[src/rtl/frame_buffer_filler.sv]
// Paints a solid rectangle into the frame buffer write port, one pixel per clock in raster order; FILLER_CLIP_EN clips the rectangle to the frame.
// Latency: start -> SETUP (1) -> eff_w*eff_h write cycles -> done pulse, so done comes 2+eff_w*eff_h cycles after start.
// Backpressure: none; start is ignored while busy and the buffer must accept a write every cycle.
module frame_buffer_filler #(
    parameter int AW    = 15,
    parameter int DW    = 12,
    parameter int H_RES = 160,
    parameter int V_RES = 120,
    parameter int CW    = 8
) (
    input  logic          clk,
    input  logic          reset,
    input  logic          start,
    input  logic [CW-1:0] x0,
    input  logic [CW-1:0] y0,
    input  logic [CW-1:0] w,
    input  logic [CW-1:0] h,
    input  logic [DW-1:0] color,
    output logic [AW-1:0] buf_addr,
    output logic [DW-1:0] buf_data,
    output logic          buf_we,
    output logic          busy,
    output logic          done
);

    typedef enum logic [1:0] {IDLE, SETUP, FILL, DONE} state_t;

    state_t        state, state_n;
    logic [CW-1:0] x0_q, y0_q, w_q, h_q, x0_n, y0_n, w_n, h_n;
    logic [DW-1:0] color_q, color_n, buf_data_n;
    logic [CW-1:0] eff_w_q, eff_h_q, eff_w_n, eff_h_n, eff_w_calc, eff_h_calc;
    logic [CW-1:0] col, row, col_n, row_n;
    logic [AW-1:0] row_base, row_base_n, buf_addr_n;
    logic          buf_we_n, busy_n, done_n;

`ifdef FILLER_CLIP_EN
    localparam logic [CW-1:0] H_LIM = CW'(H_RES);
    localparam logic [CW-1:0] V_LIM = CW'(V_RES);
    logic [CW-1:0] x_room, y_room;

    // Room to the frame edge is only meaningful once the origin is known to be inside.
    always_comb begin
        x_room     = H_LIM - x0_q;
        y_room     = V_LIM - y0_q;
        eff_w_calc = '0;
        eff_h_calc = '0;
        if ((x0_q < H_LIM) && (y0_q < V_LIM)) begin
            eff_w_calc = (w_q < x_room) ? w_q : x_room;
            eff_h_calc = (h_q < y_room) ? h_q : y_room;
        end
    end
`else
    assign eff_w_calc = w_q;
    assign eff_h_calc = h_q;
`endif

    always_comb begin
        state_n    = state;
        x0_n       = x0_q;
        y0_n       = y0_q;
        w_n        = w_q;
        h_n        = h_q;
        color_n    = color_q;
        eff_w_n    = eff_w_q;
        eff_h_n    = eff_h_q;
        col_n      = col;
        row_n      = row;
        row_base_n = row_base;
        buf_addr_n = buf_addr;
        buf_data_n = buf_data;
        case (state)
            IDLE: begin
                if (start) begin
                    x0_n    = x0;
                    y0_n    = y0;
                    w_n     = w;
                    h_n     = h;
                    color_n = color;
                    state_n = SETUP;
                end
            end
            SETUP: begin
                eff_w_n    = eff_w_calc;
                eff_h_n    = eff_h_calc;
                col_n      = '0;
                row_n      = '0;
                // Constant-coefficient product, evaluated once per command.
                row_base_n = AW'(y0_q) * AW'(H_RES);
                if ((eff_w_calc == '0) || (eff_h_calc == '0)) begin
                    state_n = DONE;
                end else begin
                    state_n = FILL;
                end
            end
            FILL: begin
                if (col == eff_w_q - CW'(1)) begin
                    col_n = '0;
                    if (row == eff_h_q - CW'(1)) begin
                        state_n = DONE;
                    end else begin
                        row_n      = row + CW'(1);
                        row_base_n = row_base + AW'(H_RES);
                    end
                end else begin
                    col_n = col + CW'(1);
                end
            end
            DONE: state_n = IDLE;
            default: state_n = IDLE;
        endcase
        // Outputs are computed from the next state so they leave the register aligned with it.
        buf_we_n = (state_n == FILL);
        busy_n   = (state_n != IDLE);
        done_n   = (state_n == DONE);
        if (buf_we_n) begin
            buf_addr_n = row_base_n + AW'(x0_q) + AW'(col_n);
            buf_data_n = color_q;
        end
    end

    always_ff @(posedge clk or negedge reset) begin
        if (!reset) begin
            state    <= IDLE;
            x0_q     <= '0;
            y0_q     <= '0;
            w_q      <= '0;
            h_q      <= '0;
            color_q  <= '0;
            eff_w_q  <= '0;
            eff_h_q  <= '0;
            col      <= '0;
            row      <= '0;
            row_base <= '0;
            buf_addr <= '0;
            buf_data <= '0;
            buf_we   <= 1'b0;
            busy     <= 1'b0;
            done     <= 1'b0;
        end else begin
            state    <= state_n;
            x0_q     <= x0_n;
            y0_q     <= y0_n;
            w_q      <= w_n;
            h_q      <= h_n;
            color_q  <= color_n;
            eff_w_q  <= eff_w_n;
            eff_h_q  <= eff_h_n;
            col      <= col_n;
            row      <= row_n;
            row_base <= row_base_n;
            buf_addr <= buf_addr_n;
            buf_data <= buf_data_n;
            buf_we   <= buf_we_n;
            busy     <= busy_n;
            done     <= done_n;
        end
    end

endmodule
[config.mk]
export PLATFORM = sky130hd
export DESIGN_NAME = frame_buffer_filler
export DESIGN_NICKNAME = d
export VERILOG_FILES = /design/src/rtl/frame_buffer_filler.sv
export SDC_FILE = /design/constraint.sdc
export NUM_CORES = 1
export LEC_CHECK = 0
export ABC_AREA = 1
export BUFFER_PORTS_ARGS = -buffer_cell sky130_fd_sc_hd__buf_4
export CORE_MARGIN = 3
export CORE_UTILIZATION = 40
export CTS_BUF_LIST = sky130_fd_sc_hd__clkbuf_8
export DETAILED_ROUTE_END_ITERATION = 10
export PLACE_DENSITY = 0.65
export SYNTH_ARGS = -nofsm -noshare
export SYNTH_HDL_FRONTEND = slang
export SYNTH_SLANG_ARGS = --single-unit
[constraint.sdc]
create_clock -name clk -period 5.38 [get_ports clk]
set_clock_uncertainty 0.05 [all_clocks]
set_input_delay 1.076 -clock clk [delete_from_list [all_inputs] [get_ports clk]]
set_output_delay 1.076 -clock clk [all_outputs]
set_load 0.02 [all_outputs]
==> run metrics <==
result of the run complete, no violations; Total Neg Setup Slack 0 ns; Final Util 48.4%; uppermost layer routed met4; Slew HR 29.0%; post-synthesis compound-gate area fraction 9.26%; Synth Area in XOR/XNOR 4.26%; initial antenna violation count 0; number of nets still failing antenna checks after routing 0; global-route congestion overflow total 0; critical path type reg -> reg; slew at the pin with the worst max-slew slack 1.06 ns; Netlist cell types 44; launch point of the worst reg-to-reg path eff_h_q[0]; WL per Instance 13.0 um; share of the synthesized area in the top cell type 44.4%; YS warnings 0; largest cells by area after synthesis sky130_fd_sc_hd__dfrtp_1, sky130_fd_sc_hd__nand2_1, sky130_fd_sc_hd__inv_1, sky130_fd_sc_hd__ha_1, sky130_fd_sc_hd__mux2_2; Vert. Die Dim 138 um; Switching Share 46.3%; leakage power summed over all cells 4.20 nW; Floorplan Core Area 16800 um^2; overall global routing resource usage 16.5%; top flip-flop cell by instance count after synthesis sky130_fd_sc_hd__dfrtp_1; clock transition at the register clock pins on the worst setup and hold paths after CTS 0.07 ns; worst min path class reg -> reg; diodes inserted 0; worst flop-to-flop path endpoint buf_addr[14]; worst hold path endpoint buf_data[11]; number of buffers between clock root and the deepest sink 2; Synth Cell Area 6930 um^2; top library cells by usage in the layout, fill and taps aside sky130_fd_sc_hd__nand2_1, sky130_fd_sc_hd__inv_1, sky130_fd_sc_hd__dfrtp_1; Internal Dissipation 3.12 mW; max-slew violation count 0; clock insertion delay at the later pin of the skew report 0.44 ns; Arrival @ worst endpoint 4.95 ns; fraction of final layout cells with drive strength greater than 1 20.4%; kind of launch point of the worst setup path flop; met1 layer wirelength in the final routing 6850 um; buffers added on ports 76; sort of element at the end of the critical path flop; standard cell with the maximum stage delay on the critical path sky130_fd_sc_hd__fa_1; Fin. Hold Viols 0; DP Wirelength 11000 um; vias in the first global route 5126; die footprint 19000 um^2; crit path max fanout 9; synth-to-layout area growth 17.0%; final setup violating endpoints 0; Psw 2.69 mW; via count 5303; hold buffer count at CTS 0; number of gates resized after CTS 0; routability congestion estimate 0.856; CTS buffer count 17; mux share of post-synthesis cell area 4.06%; detailed route wirelength on metal3 434 um; register area share after synthesis 44.4%; synthesized instance count 810; starting DRC count in detailed routing 320; critical path required time 5.66 ns; slowest stage delay, CP 0.51 ns; Avg Synthesized Cell Area 8.56 um^2; power share of the combinational group 57.4%; Top-Level Pins 77; cell class contributing the biggest share of worst-path delay simple AND/OR/NAND/NOR gates; dominant combinational cell family by area after synthesis simple AND/OR/NAND/NOR gates; Horiz. Die Dim 138 um; most frequent standard cell in the layout excluding fill and tap cells sky130_fd_sc_hd__nand2_1; maximum number of pins on one net before global-route repair 66; synthesized-area fraction occupied by adder cells 8.12%; part of the total power dissipated in the clock network 14.7%; cell occurring most often along the worst timing path sky130_fd_sc_hd__nand2_1; Tmin final 4.67 ns; async set-or-reset flop fraction in the synthesized netlist 100%; wire length of the first global-routing pass 24600 um; CTS tree yes; Initial DRT Pass Iterations 4; clock net sink count 123; Hold Path Cell Cnt 2; met2 routed WL 7040 um; launch point of the worst hold path color_q[11]; combined buffer and inverter count along the critical path 5; power per cell area 717 nW/um^2; # H-tree levels 4; sequential share of power 27.9%; post-CTS setup-driven buffer insertion count 0; per-cell via count in the routed design 4.71; number of cell rows 47; IR drop worst, VDD 0.256 mV; Clk Tree Root Cell sky130_fd_sc_hd__clkbuf_8; final worst path period share 86.9%; number of fill cells 1638; Final nets 979; Max Clk Rate 214 MHz; Synth Area in Simple Gates 21.3%; number of flip-flops and latches in the synthesized netlist 123; number of enable flip-flop cells after synthesis 0; total wire length 14600 um; DRC violations left 0; Post-Synthesis Net Count 896; initial core utilization 41.4%; setup slack on the worst flop-to-flop path 0.71 ns; unrepaired setup endpoints after global routing no; number of maximum-capacitance constraint violations 0; Synth area leader sky130_fd_sc_hd__dfrtp_1; number of cells on the worst reg-to-reg path 29
-- power groups by stage --
stage,registers (mW),logic [mW],clock network (mW)
after floorplan,1.70,2.54,0
after global placement,1.63,3.31,0
after detailed placement,1.64,3.37,0
after CTS,1.63,3.39,0.879
after global routing,1.67,3.84,0.926
final,1.62,3.34,0.857
-- cell families (layout without fill, tap and decap cells) --
group | count (synthesis) | in the layout
AO/OA/AOI/OAI | 109 | 109
XOR/XNOR | 32 | 32
adder cells (fa/ha/maj) | 39 | 39
buffers and inverters | 143 | 238
flip-flops | 123 | 123
multiplexers | 25 | 25
AND/OR/NAND/NOR | 339 | 339
-- Yosys cell counts, types with 2 or more instances --
master	n
sky130_fd_sc_hd__nor2_2	3
sky130_fd_sc_hd__nand2_2	13
sky130_fd_sc_hd__dfrtp_1	123
sky130_fd_sc_hd__a22oi_1	4
sky130_fd_sc_hd__buf_6	3
sky130_fd_sc_hd__buf_2	2
sky130_fd_sc_hd__xor2_1	20
sky130_fd_sc_hd__nand4_1	10
sky130_fd_sc_hd__o21ai_2	17
sky130_fd_sc_hd__xnor2_1	10
sky130_fd_sc_hd__xor2_2	2
sky130_fd_sc_hd__fa_1	10
sky130_fd_sc_hd__nand2_1	181
sky130_fd_sc_hd__a21oi_2	2
sky130_fd_sc_hd__nor2_1	71
sky130_fd_sc_hd__mux2_2	25
sky130_fd_sc_hd__clkinv_1	2
sky130_fd_sc_hd__nor3_1	9
sky130_fd_sc_hd__o21ai_0	34
sky130_fd_sc_hd__ha_1	29
sky130_fd_sc_hd__inv_1	118
sky130_fd_sc_hd__clkbuf_1	10
sky130_fd_sc_hd__nand3_1	36
sky130_fd_sc_hd__buf_12	2
sky130_fd_sc_hd__a21oi_1	45
sky130_fd_sc_hd__or2_2	3
sky130_fd_sc_hd__inv_2	4
sky130_fd_sc_hd__nand3_2	2
sky130_fd_sc_hd__nor4_1	5
-- stage by stage --
stage	std cells	total power [mW]	area [um^2]	hold WS (ns)	setup WS, ns
finish	1125	5.82	8110	0.422	0.706
floorplan	810	4.24	6930	0.386	1.25
CTS	1125	5.89	8110	0.429	0.717
detailed placement	1094	5.01	7700	0.413	0.728
global placement	1094	4.95	7700	0.402	0.860
global route	1125	6.44	8110	0.443	0.170
-- sequential cells by signal, summed over array words and instances (netlist names) --
name / count
eff_w_calc: 8
buf_data: 12
done: 1
row: 8
buf_we: 1
color_q: 12
eff_h_q: 8
eff_w_q: 8
y0_q: 8
busy: 1
col: 8
eff_h_calc: 8
state: 2
buf_addr: 15
x0_q: 8
row_base: 15
-- tightest hold or removal path: stages, from the launching register on --
cell                      delay (ns)
sky130_fd_sc_hd__dfrtp_1        0.34
sky130_fd_sc_hd__nand2_1        0.05
sky130_fd_sc_hd__nand2_1        0.05
-- area by class of cell --
| class | count | area [um^2] | area share [%] |
|---|---|---|---|
| Multi-Input combinational cell | 544 | 3260 | 40.2 |
| Sequential cell | 123 | 3080 | 37.9 |
| Timing Repair Buffer | 82 | 616 | 7.59 |
| Inverter | 125 | 470 | 5.80 |
| Tap cell | 220 | 275 | 3.39 |
| Clock buffer | 18 | 248 | 3.05 |
| Clock inverter | 13 | 161 | 1.99 |
-- routing by layer --
metal	global-route usage (%)	vias to the layer above
li1	-	2743
met1	22.1	2470
met2	26.2	71
met3	3.40	19
met4	6.21	0
met5	0	-
-- worst max path at each step --
stage               depth (start not counted)            to  slack [ns]        from
detailed placement                         29  buf_addr[14]        0.73  eff_h_q[0]
floorplan                                  29  buf_addr[14]        1.25  eff_h_q[0]
finish                                     29  buf_addr[14]        0.71  eff_h_q[0]
global placement                           29  buf_addr[14]        0.86  eff_h_q[0]
global route                               27  buf_addr[12]        0.17  eff_w_q[0]
CTS                                        29  buf_addr[14]        0.72  eff_h_q[0]
Note: power is estimated with default switching activity, not from simulation.
